--- src/rtl/spi_config_loader.sv ---
// Assembles SPI bytes into a 32-bit configuration word and commits it to the live register only at vertical-sync start.
// Optional build macro SPI_CFG_CHECKSUM_EN adds a fifth XOR checksum byte to every frame.
module spi_config_loader #(
    parameter logic [31:0] RESET_CONFIG  = 32'hBBFC0000,
    parameter bit          VS_ACTIVE_LOW = 1'b1
) (
    input  logic        clk,
    input  logic        rst_n,
    input  logic [7:0]  byte_in,
    input  logic        byte_valid,
    input  logic        ss,
    input  logic        vs,
    output logic [31:0] config_out,
    output logic        config_updated,
    output logic        frame_error,
    output logic        pending
);

    typedef enum logic [1:0] {
        IDLE    = 2'd0,
        COLLECT = 2'd1,
        PENDING = 2'd2
    } state_t;

`ifdef SPI_CFG_CHECKSUM_EN
    localparam logic [2:0] LAST_IDX = 3'd4;
`else
    localparam logic [2:0] LAST_IDX = 3'd3;
`endif

    state_t      state;
    state_t      next_state;
    logic        ss_q;
    logic        vs_q;
    logic [2:0]  count;
    logic [31:0] shadow;

    logic ss_fall;
    logic ss_rise;
    logic vs_start;
    logic word_done;
    logic checksum_ok;
    logic shift_en;
    logic count_clr;
    logic count_inc;
    logic commit;
    logic frame_err_set;

    assign ss_fall   = ss_q & ~ss;
    assign ss_rise   = ~ss_q & ss;
    assign vs_start  = VS_ACTIVE_LOW ? (vs_q & ~vs) : (~vs_q & vs);
    assign word_done = (state == COLLECT) && byte_valid && (count == LAST_IDX);

`ifdef SPI_CFG_CHECKSUM_EN
    assign checksum_ok = ((shadow[31:24] ^ shadow[23:16] ^ shadow[15:8] ^ shadow[7:0]) == byte_in);
`else
    assign checksum_ok = 1'b1;
`endif

    always_ff @(posedge clk or negedge rst_n) begin
        if (!rst_n) begin
            state <= IDLE;
        end else begin
            state <= next_state;
        end
    end

    always_comb begin
        next_state = state;
        case (state)
            IDLE: begin
                if (ss_fall) next_state = COLLECT;
            end
            COLLECT: begin
                if (word_done) begin
                    next_state = checksum_ok ? PENDING : IDLE;
                end else if (ss_rise) begin
                    next_state = IDLE;
                end
            end
            PENDING: begin
                if (vs_start) next_state = IDLE;
            end
            default: next_state = IDLE;
        endcase
    end

    // A frame ending on the same edge as its final byte counts as complete, not short.
    always_comb begin
        pending       = (state == PENDING);
        commit        = (state == PENDING) && vs_start;
        count_clr     = (state == IDLE) && ss_fall;
        count_inc     = (state == COLLECT) && byte_valid && !word_done;
        shift_en      = (state == COLLECT) && byte_valid && (count < 3'd4);
        frame_err_set = (state == COLLECT) &&
                        ((ss_rise && !word_done) || (word_done && !checksum_ok));
    end

    always_ff @(posedge clk or negedge rst_n) begin
        if (!rst_n) begin
            ss_q           <= 1'b1;
            vs_q           <= 1'b1;
            count          <= 3'd0;
            shadow         <= 32'd0;
            config_out     <= RESET_CONFIG;
            config_updated <= 1'b0;
            frame_error    <= 1'b0;
        end else begin
            ss_q           <= ss;
            vs_q           <= vs;
            config_updated <= commit;
            frame_error    <= frame_err_set;
            if (count_clr) begin
                count <= 3'd0;
            end else if (count_inc) begin
                count <= count + 3'd1;
            end
            if (frame_err_set) begin
                shadow <= 32'd0;
            end else if (shift_en) begin
                shadow <= {shadow[23:0], byte_in};
            end
            if (commit) begin
                config_out <= shadow;
            end
        end
    end

endmodule

--- config.mk ---
export PLATFORM = sky130hd
export DESIGN_NAME = spi_config_loader
export DESIGN_NICKNAME = d
export VERILOG_FILES = /design/src/rtl/spi_config_loader.sv
export SDC_FILE = /design/constraint.sdc
export NUM_CORES = 1
export LEC_CHECK = 0
export CAP_MARGIN = 25
export CORE_MARGIN = 2
export CORE_UTILIZATION = 35
export CTS_CLUSTER_DIAMETER = 80
export DETAILED_ROUTE_END_ITERATION = 12
export GPL_ROUTABILITY_DRIVEN = 0
export GPL_TIMING_DRIVEN = 0
export PLACE_DENSITY_LB_ADDON = 0.2
export SETUP_SLACK_MARGIN = 0.15
export SLEW_MARGIN = 10
export SYNTH_ARGS = -nofsm -noshare
export SYNTH_HDL_FRONTEND = slang
export SYNTH_SLANG_ARGS = --single-unit
--- constraint.sdc ---
create_clock -name clk -period 3.5 [get_ports clk]
set_input_delay 0.7 -clock clk [delete_from_list [all_inputs] [get_ports clk]]
set_output_delay 0.7 -clock clk [all_outputs]
set_load 0.05 [all_outputs]
Word level (Yosys, flattened, before mapping)
Index checks and enable logic that the tools add are counted.

Equality and inequality tests: 6. Shift-type cells: 0. Mux-type cells: 9. Reductions and logical operators: 13. Order comparisons: 1. Divide/modulo/power cells: 0. Add/subtract/negate cells: 1. $mul: 0. Bitwise logic cells: 6.

Operator list (number): $mux 32 (2); $logic_and 1x1->1 (8); $mux 2 (4); $mux 3 (2); $pmux 2 s3 (1); $reduce_bool 2->1 (2); $add 3x1->3 const B (1); $and 1x1->1 (3); $eq 3x2->1 const B (1); $lt 3x3->1 const B (1); $ne 3x3->1 const B (1); $not 1->1 (3); $reduce_and 3->1 (1); $eq 2x1->1 const B (1); $eq 2x2->1 const B (1); $logic_not 2->1 (1); $ne 2x1->1 const B (1); $ne 2x2->1 const B (1); $logic_not 1->1 (1).

Bits in latches: 0. Input port bits: 13. ROM bits: 0. Output and inout bits: 35. Logic and storage cells: 44. Memory bits (writable): 0. Memories: 0. Flip-flop bits (word level): 73.

Longest topological paths before layout
Depth in word-level cells: 7. Gate-level depth with buffers: 6. Gate-level depth less buffers: 5.

Worst setup path before layout
Ideal clock, no wire load.

Path kind: register to register. Start point: register state[0]. End point: register config_out[0]. Data arrival time: 1.840 ns. Buffers on the path: 1. Cell stages (with the launch flop): 5. Path slack: 1.536 ns. Library setup time: 0.125 ns. Clock period less this slack: 1.964 ns. Required time: 3.375 ns. Cell sequence: dfrtp_1 -> nor2b_2 -> nor3b_4 -> buf_6 -> mux2_2.

Longest elaborated chain between the ends: 2.

Ends and longest elaborated chain: from (decl) (RTL line 31) `state_t state;`; from (signal assigned) (RTL line 64) `state <= next_state;`; $eq 2x2->1; net pending (RTL line 16) `output logic pending`; $logic_and 1x1->1 (RTL line 91) `commit = (state == PENDING) && vs_start;`; to (signal assigned) (RTL line 124) `config_out <= shadow;`; to (decl) (RTL line 13) `output logic [31:0] config_out,`.

The timed path passes the listed nets, and every way through them passes these cells. A chain may end at the register's enable or synchronous reset.

Worst setup path after layout
Start point: register state[1]. End point: output pending.

Longest elaborated chain between the ends: 1.

Ends and longest elaborated chain: $eq 2x2->1 (RTL line 90) `pending = (state == PENDING);`; to (decl) (RTL line 16).

Every way passes these cells.

==> flow_metrics.env <==
export IMPL_status="finished, final reports clean"
export IMPL_post_cts_setup_buffers=0
export IMPL_wl_um=5740
export IMPL_wl_per_cell_um=14.0
export IMPL_grt_use_met2=0.197
export IMPL_p_clk_frac=0.265
export IMPL_fin_crit_ns=2.50
export IMPL_portBuffers=47
export IMPL_synth_top_cell_by_area="dfrtp_1"
export IMPL_r2r_setup_slack_ns=1.66
export IMPL_cts_sinks=73
export IMPL_critical_path_startpoint_type="register"
export IMPL_h_tree_depth=3
export IMPL_max_cap_violations=0
export IMPL_final_common_cell="nand2_1"
export IMPL_io_pins=48
export IMPL_synthCells=240
export IMPL_instances_no_fill=409
export IMPL_fp_dieW_um=94.8
export IMPL_layout_nets=314
export IMPL_syn_avg_cell_area_um2=12.0
export IMPL_power_density_nw_per_um2=739
export IMPL_cts_resized_gates=0
export IMPL_die_height_um=94.8
export IMPL_critPathKind="reg2out"
export IMPL_drtIter0Drc=80
export IMPL_rsz0062_at_grt="no"
export IMPL_die_area_um2=8990
export IMPL_antenna_found_initial=0
export IMPL_hpwlAfterDp_um=3840
export IMPL_syn_nets=255
export IMPL_grt_start_max_net_pins=45
export IMPL_finalPower_mw=2.76
export IMPL_cts_buffers_inserted=9
export IMPL_worstPathRequired_ns=2.80
export IMPL_placed_cell_area_um2=3510
export IMPL_finClkSkew_ns=0.00802
export IMPL_grt_pass1_wl_um=9420
export IMPL_synth_area_top_cells="dfrtp_1, mux2_2, dfstp_2"
export IMPL_antenna_cells=0
export IMPL_met1_usage=0.195
export IMPL_insertion_delay_ns=0.34
export IMPL_drtPass1Iterations=4
export IMPL_hp_class="in2async"
export IMPL_grt_pass1_vias=1883
export IMPL_swShare=0.342
export IMPL_hold_viol=0
export IMPL_worst_r2r_path_depth=6
export IMPL_cts_hold_repair_buffers=0
export IMPL_mostFrequentLayoutCells="nand2_1, dfrtp_1, clkdlybuf4s50_1, a21oi_1, mux2_2"
export IMPL_clock_path_buffers=2
export IMPL_maxSlewHeadroom=0.651
export IMPL_area_delta_synth_final_pct=29.1
export IMPL_fillers=786
export IMPL_vias=1899
export IMPL_vias_per_cell=4.64
export IMPL_yosysSeqAreaShare=0.639
export IMPL_power_frac_seq=0.457
export IMPL_fp_row_count=33
export IMPL_final_area_um2=3730
export IMPL_power_switching_uw=942
export IMPL_post_synth_top_area_fraction=0.511
export IMPL_leakagePower_nw=1.66
export IMPL_post_place_cells=393
export IMPL_track_usage=0.138
export IMPL_power_frac_comb=0.278
export IMPL_peakVddDrop_uv=299
export IMPL_post_route_period_util=0.713
export IMPL_max_freq_mhz=401
export IMPL_synth_seq_cells=73
export IMPL_synth_area_um2=2890
export IMPL_use_met3=0.0423
export IMPL_yosysWarningCount=0
export IMPL_worstPathArrival_ns=1.80
export IMPL_netlist_cell_type_count=23
export IMPL_clk_pin_slew_ns=0.08
export IMPL_cp_end_kind="output pin"
export IMPL_drc=0
export IMPL_critical_path_max_fanout=7
export IMPL_drive_above_1_share=0.253
export IMPL_setup_viol=0
export IMPL_start_util=0.357
export IMPL_core_um2=8090
export IMPL_antenna_left=0
export IMPL_root_buffer="clkbuf_8"
export IMPL_cts_tree="yes"
export IMPL_busiest_layer="met2"
export IMPL_slew_viol_final=0
export IMPL_internal_power_mw=1.81
export IMPL_grt_remaining_overflow=0
export IMPL_tightestPinTransition_ns=0.522
## flip-flops by register name (all words and copies together) (netlist names)
register / cells
config_out: 32
config_updated: 1
count: 3
frame_error: 1
shadow: 32
ss_q: 1
state: 2
vs_q: 1
## power groups by stage
stage | Combinational, mW | Clock [mW] | Sequential [mW]
finish | 0.766 | 0.730 | 1.26
detailed placement | 0.773 | 0 | 1.28
floorplan | 0.334 | 0 | 1.44
global route | 0.839 | 0.794 | 1.29
CTS | 0.777 | 0.757 | 1.26
global placement | 0.754 | 0 | 1.27
## worst max-delay path: stages, from the launching register on
cell,delay (ns)
dfrtp_1,0.43
nor2b_2,0.21
clkdlybuf4s50_1,0.82
## cell type report
type / instances / area [um2] / share of cell area
repair buffers: 48 / 488 / 0.131
clock inverters: 5 / 80.1 / 0.0215
inverters: 5 / 18.8 / 0.00504
clock buffers: 11 / 141 / 0.0379
multi-input cells: 148 / 941 / 0.252
flip-flops and latches: 73 / 1840 / 0.495
well taps: 105 / 131 / 0.0352
plain buffers: 14 / 82.6 / 0.0222
## kinds of logic (layout without fill, tap and decap cells)
logic type / Yosys count / count (layout) / share of synthesized area
AO/OA/AOI/OAI: 39 / 39 / 0.0720
adder cells (fa/ha/maj): 2 / 2 / 0.00867
AND/OR/NAND/NOR: 74 / 74 / 0.117
flip-flops: 73 / 73 / 0.639
buffers and inverters: 19 / 83 / 0.0351
multiplexers: 33 / 33 / 0.129
## worst paths after layout
| check | start | to |
|---|---|---|
| min in group clk | config_out[30] | config_out[30] |
| worst max-delay path | state[1] | pending |
| worst max register to register | count[0] | shadow[14] |
| max in group asynchronous | rst_n | config_out[28] |
| worst min register to register | config_out[30] | config_out[30] |
| worst min-delay path | rst_n | shadow[29] |
## routing by layer
metal	up-vias	part of all wire
met5	-	0
met1	931	0.50
li1	925	-
met2	39	0.44
met3	4	0.041
met4	0	0.011
## Yosys cell counts
cell and n:
nand2_1 65, dfrtp_1 59, a21oi_1 33, mux2_2 33
dfstp_2 14, buf_2 6, clkbuf_1 5, inv_1 5
buf_6 3, a22o_1 2, ha_1 2, o21ai_0 2
a2111oi_0 1, a31oi_1 1, and3_1 1, and4bb_2 1
nand2b_1 1, nand4bb_1 1, nor2_1 1, nor2b_2 1
nor3b_4 1, nor4b_2 1, nor4bb_1 1
## through the flow
step                 util  TNS, ns  worst slack [ns]  hold WS (ns)
floorplan               -        0              1.54         0.404
global placement    0.431   -45.26            -0.770         0.488
detailed placement  0.433        0              1.12         0.495
CTS                 0.461        0             0.977         0.271
global route        0.461        0             0.915         0.284
finish              0.461        0              1.00         0.276
No activity file was read; power rests on OpenSTA's default activity.
